**src/rtl/debounce_multi_if.sv**
```systemverilog
// Button bundle between raw pins and the debouncer: raw inputs in, debounced level and strobes out.
interface debounce_multi_if #(
    parameter int unsigned N = 4
);
    logic [N-1:0] btn_in;
    logic [N-1:0] btn_level;
    logic [N-1:0] btn_press;
    logic [N-1:0] btn_release;
    logic [N-1:0] btn_long;

    modport master (
        output btn_in,
        input  btn_level,
        input  btn_press,
        input  btn_release,
        input  btn_long
    );

    modport slave (
        input  btn_in,
        output btn_level,
        output btn_press,
        output btn_release,
        output btn_long
    );
endinterface

```
**src/rtl/debounce_multi.sv**
```systemverilog
// Multi-channel push-button debouncer: two-flop synchroniser, then a per-channel
// press/release qualification FSM with registered level, press/release and long-press strobes.
module debounce_multi #(
    parameter int unsigned N             = 4,
    parameter int unsigned CNT_W         = 19,
    parameter int unsigned STABLE_CYCLES = 500000,
    parameter int unsigned LONG_W        = 26,
    parameter int unsigned LONG_CYCLES   = 0,
    parameter bit          ACTIVE_LOW    = 1'b0
) (
    input  logic             clk,
    input  logic             rst,
    debounce_multi_if.slave  bus
);

    typedef enum logic [1:0] {
        IDLE       = 2'd0,
        CONF_PRESS = 2'd1,
        PRESSED    = 2'd2,
        CONF_REL   = 2'd3
    } state_t;

    localparam logic [N-1:0]      POL      = {N{ACTIVE_LOW}};
    localparam logic [CNT_W-1:0]  CNT_LAST = CNT_W'(STABLE_CYCLES - 1);
    localparam logic [LONG_W-1:0] LONG_END = LONG_W'(LONG_CYCLES);
    localparam bit                LONG_EN  = (LONG_CYCLES != 0);

    // Elaboration-time guards: counters must never need to wrap.
    if (STABLE_CYCLES < 2 || 64'(STABLE_CYCLES) > ((64'(1) << CNT_W) - 64'(1))) begin : g_bad_stable
        $error("debounce_multi: STABLE_CYCLES out of range for CNT_W");
    end
    if (64'(LONG_CYCLES) > ((64'(1) << LONG_W) - 64'(1))) begin : g_bad_long
        $error("debounce_multi: LONG_CYCLES does not fit in LONG_W");
    end

    logic [N-1:0] sync1_q;
    logic [N-1:0] sync2_q;
    logic [N-1:0] level_v;
    logic [N-1:0] press_v;
    logic [N-1:0] release_v;
    logic [N-1:0] long_v;

    // Two-flop synchroniser; reset value 0 is the released level.
    always_ff @(posedge clk or posedge rst) begin
        if (rst) begin
            sync1_q <= '0;
            sync2_q <= '0;
        end else begin
            sync1_q <= bus.btn_in ^ POL;
            sync2_q <= sync1_q;
        end
    end

    for (genvar i = 0; i < N; i++) begin : g_ch
        state_t            state_q, state_d;
        logic [CNT_W-1:0]  cnt_q, cnt_d;
        logic [LONG_W-1:0] lcnt_q, lcnt_d;
        logic              level_q, level_d;
        logic              press_q, press_d;
        logic              rel_q, rel_d;
        logic              long_q, long_d;
        logic              s;

        assign s = sync2_q[i];

        // Channel state and registered outputs.
        always_ff @(posedge clk or posedge rst) begin
            if (rst) begin
                state_q <= IDLE;
                cnt_q   <= '0;
                lcnt_q  <= '0;
                level_q <= 1'b0;
                press_q <= 1'b0;
                rel_q   <= 1'b0;
                long_q  <= 1'b0;
            end else begin
                state_q <= state_d;
                cnt_q   <= cnt_d;
                lcnt_q  <= lcnt_d;
                level_q <= level_d;
                press_q <= press_d;
                rel_q   <= rel_d;
                long_q  <= long_d;
            end
        end

        // Next-state logic; any bounce inside a confirm window restarts qualification.
        always_comb begin
            state_d = state_q;
            cnt_d   = cnt_q;
            lcnt_d  = lcnt_q;
            level_d = level_q;
            press_d = 1'b0;
            rel_d   = 1'b0;
            long_d  = 1'b0;
            case (state_q)
                IDLE: begin
                    if (s) begin
                        state_d = CONF_PRESS;
                        cnt_d   = CNT_W'(1);
                    end
                end
                CONF_PRESS: begin
                    if (!s) begin
                        state_d = IDLE;
                        cnt_d   = '0;
                    end else if (cnt_q == CNT_LAST) begin
                        state_d = PRESSED;
                        level_d = 1'b1;
                        press_d = 1'b1;
                        lcnt_d  = '0;
                        cnt_d   = '0;
                    end else begin
                        cnt_d = cnt_q + CNT_W'(1);
                    end
                end
                PRESSED: begin
                    if (!s) begin
                        state_d = CONF_REL;
                        cnt_d   = CNT_W'(1);
                    end else if (LONG_EN && lcnt_q != LONG_END) begin
                        lcnt_d = lcnt_q + LONG_W'(1);
                        long_d = (lcnt_q + LONG_W'(1)) == LONG_END;
                    end
                end
                CONF_REL: begin
                    if (s) begin
                        state_d = PRESSED;
                        cnt_d   = '0;
                    end else if (cnt_q == CNT_LAST) begin
                        state_d = IDLE;
                        level_d = 1'b0;
                        rel_d   = 1'b1;
                        cnt_d   = '0;
                    end else begin
                        cnt_d = cnt_q + CNT_W'(1);
                    end
                end
                default: begin
                    state_d = IDLE;
                    cnt_d   = '0;
                end
            endcase
        end

        assign level_v[i]   = level_q;
        assign press_v[i]   = press_q;
        assign release_v[i] = rel_q;
        assign long_v[i]    = long_q;
    end

    assign bus.btn_level   = level_v;
    assign bus.btn_press   = press_v;
    assign bus.btn_release = release_v;
    assign bus.btn_long    = long_v;

endmodule

```
**src/flat_wrapper.sv**
```systemverilog
// flat-port wrapper written by rule: the top's interface ports become plain ports
module debounce_multi_flat 
#(
    parameter int unsigned N             = 4,
    parameter int unsigned CNT_W         = 19,
    parameter int unsigned STABLE_CYCLES = 500000,
    parameter int unsigned LONG_W        = 26,
    parameter int unsigned LONG_CYCLES   = 0,
    parameter bit          ACTIVE_LOW    = 1'b0
)
  (clk, rst, bus_btn_in, bus_btn_level, bus_btn_press, bus_btn_release, bus_btn_long);
  debounce_multi_if #(.N(N)) bus_i ();
  input  logic clk;
  input  logic rst;
  input wire logic [$bits(bus_i.btn_in)-1:0] bus_btn_in;
  output wire logic [$bits(bus_i.btn_level)-1:0] bus_btn_level;
  output wire logic [$bits(bus_i.btn_press)-1:0] bus_btn_press;
  output wire logic [$bits(bus_i.btn_release)-1:0] bus_btn_release;
  output wire logic [$bits(bus_i.btn_long)-1:0] bus_btn_long;
  assign bus_i.btn_in = bus_btn_in;
  assign bus_btn_level = bus_i.btn_level;
  assign bus_btn_press = bus_i.btn_press;
  assign bus_btn_release = bus_i.btn_release;
  assign bus_btn_long = bus_i.btn_long;
  debounce_multi #(.N(N), .CNT_W(CNT_W), .STABLE_CYCLES(STABLE_CYCLES), .LONG_W(LONG_W), .LONG_CYCLES(LONG_CYCLES), .ACTIVE_LOW(ACTIVE_LOW)) u_core (.clk(clk), .rst(rst), .bus(bus_i));
endmodule
```
**config.mk**
```make
export PLATFORM = sky130hd
export DESIGN_NAME = debounce_multi_flat
export DESIGN_NICKNAME = d
export VERILOG_FILES = /design/src/rtl/debounce_multi_if.sv /design/src/rtl/debounce_multi.sv /design/src/flat_wrapper.sv
export SDC_FILE = /design/constraint.sdc
export NUM_CORES = 1
export LEC_CHECK = 0
export BUFFER_PORTS_ARGS = -buffer_cell sky130_fd_sc_hd__buf_2
export CAP_MARGIN = 25
export CORE_MARGIN = 3
export CORE_UTILIZATION = 35
export DETAILED_ROUTE_END_ITERATION = 10
export GPL_TIMING_DRIVEN = 0
export SLEW_MARGIN = 5
export SYNTH_ARGS = -nofsm -noshare
export SYNTH_HDL_FRONTEND = slang
export SYNTH_SLANG_ARGS = --single-unit
```
**constraint.sdc**
```tcl
create_clock -name clk -period 3.9 [get_ports clk]
set_clock_uncertainty 0.15 [all_clocks]
set_input_delay 0.78 -clock clk [delete_from_list [all_inputs] [get_ports clk]]
set_output_delay 0.78 -clock clk [all_outputs]
set_load 0.1 [all_outputs]
```
# Word-level counts from Yosys, hierarchy flattened
# Index checks and enable logic that the tools add are counted.
[totals] inputBits=6 elab_cells=186 regBits=104
[op_classes] muxes=92 reduce_logical=20 addsub=4 eq_ne=48
[op_table] cell="$mux W19" n=20
[op_table] cell="$pmux W19 S4" n=4
[op_table] cell="$add A19 B1 Y19 const B" n=4
[op_table] cell="$eq A19 B19 Y1 const B" n=4
[op_table] cell="$mux W2" n=24
[op_table] cell="$mux W1" n=36
[op_table] cell="$ne A2 B1 Y1 const B" n=16
[op_table] cell="$pmux W2 S4" n=4
[op_table] cell="$reduce_and A5 Y1" n=4
[op_table] cell="$eq A2 B2 Y1 const B" n=8
[op_table] cell="$ne A2 B2 Y1 const B" n=8
[op_table] cell="$reduce_and A4 Y1" n=4
[op_table] cell="$ne A3 B1 Y1 const B" n=4
[op_table] cell="$ne A3 B3 Y1 const B" n=4
[op_table] cell="$eq A2 B1 Y1 const B" n=4
[op_table] cell="$logic_not A2 Y1" n=4
[op_table] cell="$pmux W1 S2" n=4
[op_table] cell="$reduce_and A2 Y1" n=4
[op_table] cell="$reduce_bool A2 Y1" n=4

# Logic depth before layout (Yosys ltp)
# Gate-level depths: netlist of run 1.
[depth] word_depth=4 mapped_depth=8

# Least setup slack after synthesis of run 1
# Ideal clock, no wire load.
[synth_path] kind="register to register" from="register u_core.g_ch[1].cnt_q[0]" to="register with a tool-made name" stages_incl_launch_ff=8 setup_time_ns=0.125 setup_slack_ns=1.823 synth_period_minus_slack_ns=2.077 t_required_ns=3.625 t_arrival_ns=1.802 cell_sequence="dfrtp_1 -> ha_1 -> nand4_2 -> nor4_2 -> a21oi_2 -> buf_4 -> nor2_1 -> mux2_2"
[synth_rtl] item="start: declaration" line="debounce_multi.sv:56" source="logic [CNT_W-1:0] cnt_q, cnt_d;"
[synth_rtl] item="start signal: assignment" line="debounce_multi.sv:78" source="cnt_q <= cnt_d;"

# Final worst setup path of run 1
[layout_path] from="register u_core.g_ch[0].cnt_q[0]" to="register u_core.g_ch[0].cnt_q[3]"
[layout_between] elab_chain_cells=4 elab_cells_between_ends=6 cone_classes="add/sub (1); eq/ne (1); mux (4)"
[layout_rtl] item="start: declaration" line="debounce_multi.sv:56"
[layout_rtl] item="start signal: assignment" line="debounce_multi.sv:78"
[layout_rtl] item="$add A19 B1 Y19 or $eq A19 B19 Y1 (tied branches)"
[layout_rtl] item="$mux W19 (*)" line="debounce_multi.sv:107, debounce_multi.sv:130"
[layout_rtl] item="$mux W19, on equally long branches" line="debounce_multi.sv:127, debounce_multi.sv:104"
[layout_rtl] item="$pmux W19 S4 (*)" line="debounce_multi.sv:96" source="case (state_q)"
# Mark *: on every way between the ends. The rest lies on a longest branch, timed or not.
# A chain may end at the register's enable or synchronous reset.

==> flow_summary_export.csv, run 1 <==
group,metric,value,unit
status,status,"complete, no violations",
setup_path,cp.arrival,2.49,ns
pwr,power_density,437.4,mW/mm^2
drt,dr.first_iter.drc_count,413,
final_layout,nets,636,
synth,synth_edf_count,0,
final_layout,drive_gt1_share,14.31,%
floorplanning,rows,45,
final_layout,insertedDiodeCount,0,
synth,netlist_area,0.005549,mm^2
final_layout,multi_input_area,0.002649,mm^2
grt,grtUsageTotal,14.04,%
synth,synthTopCellsByArea,"dfrtp_1, a31oi_1, nand2_1, nand3_1, a21oi_1",
drt,antenna_left,0,
synth,synth_cells,594,
clock_network,cts_resized,0,
grt,grt_pass1_wl,20580,um
floorplanning,num_io_pins,22,
clock_network,clk-insertion-delay-late,0.35,ns
drt,drt_first_pass_iters,6,
setup_path,worst-path-max-fanout,10,
synth,synth_largest_area_cell,"dfrtp_1",
clock_network,cts.sinks,104,
floorplanning,core,0.01537,mm^2
synth,ys_seq_area_share,46.90,%
clock_network,cts_hold_buffers,0,
timing,worst_pin_slew,0.7684,ns
drt,wirelength,11900,um
clock_network,clock_path_buffers,2,
grt,grt_max_degree,69,
timing,slew_viol_final,0,
clock_network,cts_setup_buffers,0,
synth,async_reset_ff_share,100.0,%
grt,antenna_found_initial,0,
place,dp_hpwl,8045,um
drt,drc,0,
grt,grt_overflow,0,
final_layout,area_growth,12.02,%
place,gp_congestion,0.8608,
timing,slew_headroom,48.59,%
timing,final_hold_viol_count,0,
timing,final.setup.tns,0,ns
grt,grt_pass1_vias,4314,
timing,rsz0062_at_grt,"no",
clock_network,cts_root_buffer,"clkbuf_16",
place,portBuffers,17,
timing,finalCriticalPeriod,2.411,ns
floorplanning,die_area,0.01740,mm^2
clock_network,cts_tree,"built",
final_layout,layout_common_cells,"dfrtp_1, nand2_1, a31oi_1",
timing,fmax,0.4148,GHz
min_path,hp-class,"reg -> reg",
grt,met3_usage,2.328,%
floorplanning,start_util,36.10,%
setup_path,crit_required,3.98,ns
clock_network,htreeDepth,3,
synth,synth_flop_cell,"dfrtp_1",
synth,yosys_warnings,0,
grt,met2_usage,22.63,%
floorplanning,fp.dieH,131.9,um
grt,gr-usage-met1,18.74,%
synth,ys_ff_latch,104,
setup_path,path_class,"reg -> reg",
drt,viasPerCell,5.411,
grt,busiest_layer,"met2",
drt,vias,4545,
timing,setup_violations,0,
floorplanning,die-width,131.9,um
timing,period_share,61.82,%
final_layout,fill_cells,1511,
setup_path,cp-start-kind,"register",
synth,synth.top_cell.area_share,46.90,%
pwr,power,2719,uW
synth,synth_cell_types,59,
clock_network,clk_pin_slew,0.07,ns
synth,synth.avg_cell_area,9.342,um^2
run,maxCapViolCount,0,
final_layout,seqCellArea,0.002603,mm^2
pwr,ir_worst_vdd,206.6,uV
clock_network,cts_buffers,9,
pwr,p_leak,0.002672,uW
setup_path,endpoint_kind,"register",
drt,wl_per_cell,14.17,um
final_layout,final_common_cell,"dfrtp_1",
where the power goes:
group | switching (uW) | internal, uW
registers | 77.5 | 1150
clock network | 387 | 488
logic | 409 | 211
layer usage:
layer,routed length [um],vias up
met2,5482,99
met5,0,-
met4,223,0
li1,-,2232
met1,5760,2200
met3,435,14
flip-flops by register name, summed over array words and instances, names as in the netlist, named ones only:
signal	cells
u_core.g_ch.state_q	4
u_core.sync2_q	4
u_core.g_ch.level_q	4
u_core.g_ch.rel_q	4
u_core.sync1_q	4
u_core.g_ch.cnt_q	76
u_core.g_ch.press_q	4
final timing paths:
check	end	start	slack (ns)	depth (start not counted)
min	u_core.sync2_q[0]	u_core.sync1_q[0]	0.21	0
max in group asynchronous	u_core.g_ch[3].cnt_q[10]	rst	2.61	3
max reg2reg	u_core.g_ch[0].cnt_q[3]	u_core.g_ch[0].cnt_q[0]	1.49	7
min in group asynchronous	u_core.g_ch[0].level_q	rst	0.31	2
max	u_core.g_ch[0].cnt_q[3]	u_core.g_ch[0].cnt_q[0]	1.49	7
min reg2reg	u_core.sync2_q[0]	u_core.sync1_q[0]	0.21	0
final cells by class:
| cell class | count | area share, % |
|---|---|---|
| plain buffers | 40 | 3.885 |
| multi-input cells | 435 | 42.61 |
| clock inverters | 4 | 0.7649 |
| clock buffers | 10 | 3.684 |
| flip-flops and latches | 104 | 41.87 |
| well taps | 211 | 4.247 |
| repair buffers | 18 | 1.812 |
| inverters | 18 | 1.127 |
through the flow:
step                      setup WS, ns  instance area (um^2)  hold WS [ns]  util (%)  std cells
final                            1.489                  6216        0.2062     40.44        840
after global routing             1.352                  6216        0.2199     40.44        840
after CTS                        1.525                  6216        0.2083     40.44        840
after detailed placement         1.538                  5939        0.1926     38.64        826
after global placement          -1.068                  5909        0.1849     38.45        825
after floorplan                 0.2378                  5560        0.1812         -        597
kinds of logic (layout without fill, tap and decap cells):
group           Yosys count  count (layout)  synth area share [%]
compound gates          159             159                 18.13
xor+xnor                 19              19                 3.134
fa+ha+maj                 4               4                0.9020
buf+inv                  58              90                 5.569
flops                   104             104                 46.90
mux                       9               9                 1.714
other cells               1               4               0.06758
simple gates            240             240                 23.59
worst max-delay path, stage by stage (launching register included):
cell	delay, ns
dfrtp_1	0.41
ha_1	0.24
and4_1	0.38
nand2_1	0.20
o311a_1	0.43
buf_2	0.21
a21oi_1	0.17
o21ai_0	0.11
Yosys cell counts (12+ instances only):
cell type	number
a21oi_1	34
a31oi_1	38
and3_1	13
buf_4	18
dfrtp_1	104
inv_1	18
nand2_1	62
nand3_1	35
nand4_1	17
nor2_1	36
nor3_1	15
o21ai_0	34
xor2_1	12
Note: power is estimated with default switching activity, not from simulation.
==> run 2, diff against run 1 <==
Clock period 3.9 ns to 2.39 ns, I/O delays scaled along.
==> run 2 against run 1 <==
- sequential power rose by 64%
- die area unchanged
- clock power up 83%
- register-to-register slack worse by 1.3 ns
- total power rose by 69%
- fmax increased by 7.2%
- combinational power up 63%
==> flow_summary_export.csv, run 2 (synthesis gave the netlist of run 1 again) <==
group,metric,value,unit
min_path,hp-class,"in -> async",
floorplanning,core,0.01537,mm^2
final_layout,area_growth,13.64,%
timing,slew_headroom,48.60,%
timing,slew_viol_final,0,
place,dp_cells,827,
grt,grt_max_degree,39,
setup_path,endpoint_kind,"register",
clock_network,cts_tree,"built",
place,place_ws,0.03105,ns
clock_network,htreeDepth,3,
final_layout,largest_register_ffs,76,
timing,fin_ws,0.1399,ns
run,maxCapViolCount,0,
grt,gr-usage-met1,19.48,%
clock_network,cts_root_buffer,"clkbuf_16",
final_layout,final_common_cell,"dfrtp_1",
pwr,power_density,730.8,mW/mm^2
final_layout,nets,638,
grt,busiest_layer,"met2",
pwr,power,4609,uW
floorplanning,die-width,131.9,um
floorplanning,num_io_pins,22,
grt,grt_pass1_vias,4391,
timing,final_hold_viol_count,0,
setup_path,path_buf_inv,1,
grt,grtUsageTotal,14.42,%
final_layout,top_register,"u_core.g_ch.cnt_q",
drt,vias,4541,
timing,worst_pin_slew,0.7681,ns
drt,antenna_left,0,
setup_path,crit_slowest_cell,"dfrtp_1",
grt,met2_usage,22.78,%
final_layout,finalNonFillerCells,844,
final_layout,insertedDiodeCount,0,
setup_path,path_class,"reg -> reg",
place,dp_hpwl,8110,um
timing,period_share,94.14,%
floorplanning,fp.dieH,131.9,um
setup_path,cp-start-kind,"register",
drt,viasPerCell,5.380,
grt,grt_overflow,0,
clock_network,clk-insertion-delay-late,0.35,ns
drt,wl_per_cell,14.19,um
setup_path,reg2reg_setup_slack,0.14,ns
clock_network,cts_buffers,9,
grt,met3_usage,2.672,%
clock_network,cts.sinks,104,
setup_path,cpPeakStageDelay,0.42,ns
grt,antenna_found_initial,0,
place,gp_congestion,0.8816,
status,status,"complete, no violations",
drt,drc,0,
setup_path,cp.arrival,2.33,ns
drt,wirelength,11970,um
drt,dr.first_iter.drc_count,367,
floorplanning,die_area,0.01740,mm^2
place,portBuffers,17,
clock_network,clock_path_buffers,2,
pwr,ir_worst_vdd,393.9,uV
timing,setup_violations,0,
clock_network,cts_hold_buffers,0,
drt,drt_first_pass_iters,5,
timing,rsz0062_at_grt,"no",
floorplanning,start_util,36.10,%
floorplanning,rows,45,
timing,fmax,0.4444,GHz
setup_path,worst-path-max-fanout,10,
timing,final.setup.tns,0,ns
setup_path,cpLargestDelayFamily,"compound AO/OA/AOI/OAI gates",
setup_path,worstReg2RegStart,"u_core.g_ch[0].cnt_q[0]",
setup_path,timing.rr.end,"u_core.g_ch[0].cnt_q[16]",
timing,finalCriticalPeriod,2.250,ns
setup_path,crit_required,2.47,ns
setup_path,critical_path.cell_chain,"ha_2 -> and4_4 -> nand2_1 -> o311a_1 -> buf_2 -> a21oi_1 -> a31oi_1",
grt,grt_pass1_wl,21150,um
setup_path,reg2regPathDepth,7,
clock_network,clk_pin_slew,0.07,ns
pwr,p_leak,0.002703,uW
final_layout,layout_common_cells,"dfrtp_1, nand2_1, a31oi_1",
final_layout,drive_gt1_share,15.32,%
==> run 2: cell count changes in the layout (fill, tap and decap cells not counted), sizes merged <==
| cell | delta |
|---|---|
| clkinv | +1 |
| bufinv | +1 |
| clkinvlp | +1 |
| buf | +1 |
| inv | -1 |
| clkbuf | +1 |
==> run 2: repair_timing <==
action                                  CTS  global route
setup buffers                             0             1
gates resized for setup                   0             6
endpoints found under the setup margin    0            38
==> run 2: routing by layer <==
metal,vias to the layer above,routed length [um],part of all wire [%]
met5,-,0,0
met4,0,200,1.7
li1,2233,-,-
met3,12,332,2.8
met2,69,5572,47
met1,2227,5868,49
==> run 2: power breakdown <==
part,internal [uW],total [uW],switching (uW),leakage (uW)
combinational,347,1010,662,0.00114
sequential,1870,2000,126,0.00141
clock,941,1600,663,0.000158
==> run 2: per-stage QoR <==
stage / cell area [um^2] / hold WS (ns) / util (%)
3_5_place_dp: 5953 / 0.1865 / 38.73
3_3_place_gp: 5913 / 0.1859 / 38.47
6_report: 6306 / 0.07512 / 41.03
4_1_cts: 6275 / 0.06547 / 40.82
2_1_floorplan: 5564 / 0.1812 / -
5_1_grt: 6306 / 0.06842 / 41.03
==> run 2: worst max path at each step <==
stage | slack [ns] | cells past startpoint | end | from
2_1_floorplan | 0.31 | 7 | register | u_core.g_ch[1].cnt_q[0]
3_3_place_gp | -0.24 | 2 | u_core.g_ch[2].cnt_q[9] | rst
3_5_place_dp | 0.03 | 7 | register | u_core.g_ch[1].cnt_q[0]
4_1_cts | 0.01 | 7 | register | u_core.g_ch[1].cnt_q[0]
5_1_grt | 0.01 | 7 | u_core.g_ch[0].cnt_q[16] | u_core.g_ch[0].cnt_q[0]
6_report | 0.14 | 7 | u_core.g_ch[0].cnt_q[16] | u_core.g_ch[0].cnt_q[0]
==> run 2: area by class of cell <==
cell class	instances	area (um^2)
Sequential cell	104	2603
Tap cell	211	264.0
Buffer	40	244.0
Timing Repair Buffer	20	132.6
Inverter	18	71.32
Clock inverter	6	82.58
Multi-Input combinational cell	435	2670
Clock buffer	10	239.0
Fill cell	1491	9065
==> run 3, diff against run 2 <==
Settings changed: ABC_AREA from default to 1.
==> run 3 against run 2 <==
- setup slack better by 0.34 ns
- routed wire length up 1.2%
- cell area up 5.4%
- non-clock buffer count down 18
- critical path type unchanged
- first-iteration DRC count down 19%
- area after synthesis up 7.0%
- total power up 3.1%
- hold slack better by 0.0063 ns
- largest cell class unchanged
- sequential power up 4%
==> flow_summary_export.csv, run 3 <==
group,metric,value,unit
final_layout,top_register,"u_core.g_ch.cnt_q",
drt,vias,4794,
place,dp_cells,1013,
floorplanning,fp.dieH,136.2,um
synth,yosys_warnings,0,
pwr,p_leak,0.003117,uW
final_layout,finalNonFillerCells,1029,
setup_path,worstReg2RegStart,"u_core.g_ch[2].cnt_q[0]",
grt,grt_pass1_vias,4573,
pwr,power,4751,uW
clock_network,cts_setup_buffers,0,
setup_path,crit_required,2.49,ns
grt,grt_max_degree,37,
min_path,hp-class,"in -> reg",
pwr,p_seq_share,43.8,%
floorplanning,rows,46,
floorplanning,start_util,36.58,%
synth,synthTopCellsByArea,"dfrtp_1, nand2_1, inv_1, nor2_1, nand3_1",
pwr,internal_power,3082,uW
drt,drc,0,
timing,slew_viol_final,0,
synth,synth_compound_area_share,8.030,%
grt,grtUsageTotal,14.37,%
synth,synthXorXnorAreaFrac,3.836,%
min_path,worstHoldStart,"bus_btn_in[0]",
setup_path,worst-path-max-fanout,8,
timing,final_hold_viol_count,0,
status,status,"complete, no violations",
synth,synth_edf_count,0,
synth,synth.top_cell.area_share,43.84,%
floorplanning,core,0.01623,mm^2
place,dp_hpwl,8895,um
setup_path,cpPeakStageDelay,0.45,ns
pwr,clkPwrFrac,31.3,%
synth,yosys.area_share.simple,32.92,%
synth,netlist_area,0.005937,mm^2
clock_network,clock_path_buffers,2,
grt,grt_overflow,0,
timing,finalCriticalPeriod,1.907,ns
timing,setup_violations,0,
clock_network,clk_pin_slew,0.07,ns
final_layout,final_common_cell,"nand2_1",
run,maxCapViolCount,0,
final_layout,nets,818,
min_path,hold_depth,1,
pwr,comb_power_share,24.8,%
setup_path,cp-start-kind,"register",
clock_network,cts.sinks,104,
final_layout,drive_gt1_share,14.39,%
synth,synth_largest_area_cell,"dfrtp_1",
setup_path,path_class,"reg -> reg",
place,portBuffers,17,
timing,rsz0062_at_grt,"no",
drt,dr.first_iter.drc_count,299,
setup_path,reg2regPathDepth,8,
synth,synth_cells,775,
setup_path,critical_path.cell_chain,"ha_1 -> nand2_2 -> nor2_8 -> nand3_2 -> nand2_2 -> nand2_2 -> inv_2 -> nor2_1",
drt,drt_first_pass_iters,5,
synth,synth_cell_types,41,
setup_path,endpoint_kind,"register",
pwr,p_switching,1670,uW
setup_path,cp.arrival,2.00,ns
setup_path,reg2reg_setup_slack,0.48,ns
floorplanning,die-width,136.2,um
setup_path,crit_slowest_cell,"dfrtp_1",
timing,period_share,79.79,%
synth,synth.avg_cell_area,7.661,um^2
synth,synth_flop_cell,"dfrtp_1",
clock_network,cts_resized,0,
timing,slew_headroom,48.53,%
synth,ys_seq_area_share,43.84,%
clock_network,htreeDepth,3,
min_path,hold_end,"u_core.sync1_q[0]",
timing,fmax,0.5244,GHz
clock_network,cts_root_buffer,"clkbuf_16",
pwr,switching_share,35.14,%
synth,yosysMostFrequentCell,"nand2_1",
setup_path,path_buf_inv,1,
final_layout,insertedDiodeCount,0,
drt,antenna_left,0,
final_layout,fill_cells,1674,
synth,ys_ff_latch,104,
synth,synth_top_family_by_area,"simple AND/OR/NAND/NOR gates",
grt,grt_pass1_wl,21750,um
synth,async_reset_ff_share,100.0,%
clock_network,cts_tree,"built",
drt,wirelength,12120,um
drt,viasPerCell,4.659,
final_layout,largest_register_ffs,76,
floorplanning,die_area,0.01856,mm^2
synth,synthAdderAreaFrac,0.8430,%
setup_path,timing.rr.end,"u_core.g_ch[2].cnt_q[7]",
floorplanning,num_io_pins,22,
drt,wl_per_cell,11.78,um
clock_network,clk-insertion-delay-late,0.35,ns
synth,synthTopCellsByCount,"nand2_1, inv_1, dfrtp_1",
timing,worst_pin_slew,0.7704,ns
setup_path,cpLargestDelayFamily,"simple AND/OR/NAND/NOR gates",
pwr,ir_worst_vdd,401.4,uV
setup_path,crit_top_cell,"nand2_2",
clock_network,cts_buffers,9,
pwr,power_density,715.0,mW/mm^2
place,gp_congestion,0.8213,
grt,antenna_found_initial,0,
final_layout,area_growth,11.93,%
synth,synthMuxAreaShare,0,%
clock_network,cts_hold_buffers,0,
final_layout,layout_common_cells,"nand2_1, inv_1, dfrtp_1",
run 3: cell count changes after synthesis, moves of 13 or more:
cell,previous run,this run
nand2_1,62,174
inv_1,18,109
nor2_1,36,89
a31oi_1,38,1
nand3_1,35,63
nand2_2,1,17
and3_1,13,0
run 3: layer usage:
metal  global-route usage (%)  share of wire, %  vias up
met5                        0                 0        -
met4                    3.415               1.0        0
met3                    3.331               3.4        9
met2                    22.18                44       60
met1                    20.48                52     2201
li1                         -                 -     2524
run 3: power groups by stage:
stage          Combinational (uW)  Clock [uW]  Sequential (uW)
2_1_floorplan                 924           0             2080
3_3_place_gp                 1190           0             2110
3_5_place_dp                 1200           0             2120
4_1_cts                      1210        1560             2080
5_1_grt                      1360        1600             2120
6_report                     1180        1490             2080
run 3: worst max path at each step:
stage / from / endpoint / slack, ns / depth (start not counted)
floorplan: rst / asynchronous set/reset pin / 0.52 / 1
global placement: rst / u_core.g_ch[0].cnt_q[14] / -0.30 / 2
detailed placement: u_core.g_ch[2].cnt_q[0] / u_core.g_ch[2].cnt_q[7] / 0.48 / 8
CTS: u_core.g_ch[2].cnt_q[0] / u_core.g_ch[2].cnt_q[7] / 0.46 / 8
global route: u_core.g_ch[2].cnt_q[0] / u_core.g_ch[2].cnt_q[6] / 0.34 / 8
finish: u_core.g_ch[2].cnt_q[0] / u_core.g_ch[2].cnt_q[7] / 0.48 / 8
run 3: metrics by stage:
step	setup TNS, ns	utilization (%)	setup slack (ns)	hold WS (ns)	instance area [um^2]
after floorplan	0	-	0.5164	0.1812	5952
after global placement	-30.14	38.86	-0.2978	0.1831	6307
after detailed placement	0	39.11	0.4777	0.1863	6347
after CTS	0	40.94	0.4641	0.06620	6645
after global routing	0	40.94	0.3407	0.06324	6645
final	0	40.94	0.4831	0.08138	6645
run 3: logic make-up after synthesis:
logic type / after synthesis
AOI/OAI and AO/OA: 86
xor gates and xnor gates: 26
adders and majority gates: 4
buffers and inverters: 142
DFF: 104
other: 1
and+or+nand+nor: 412
run 3: final cells by class:
class                           count  area (um^2)  area share [%]
Buffer                             23        175.2           2.636
Timing Repair Buffer               19        125.1           1.883
Tap cell                          216        270.3           4.067
Multi-Input combinational cell    532         2724           40.99
Clock buffer                        9        225.2           3.389
Inverter                          119        450.4           6.778
Clock inverter                      7        72.57           1.092
Sequential cell                   104         2603           39.16
run 3: worst reg2reg max path, delay by kind of cell, from the launching register on:
kind          cells  cell delay [ns]
simple gates      6             0.79
fa+ha+maj         1             0.28
buf+inv           1             0.13
flops             1             0.45
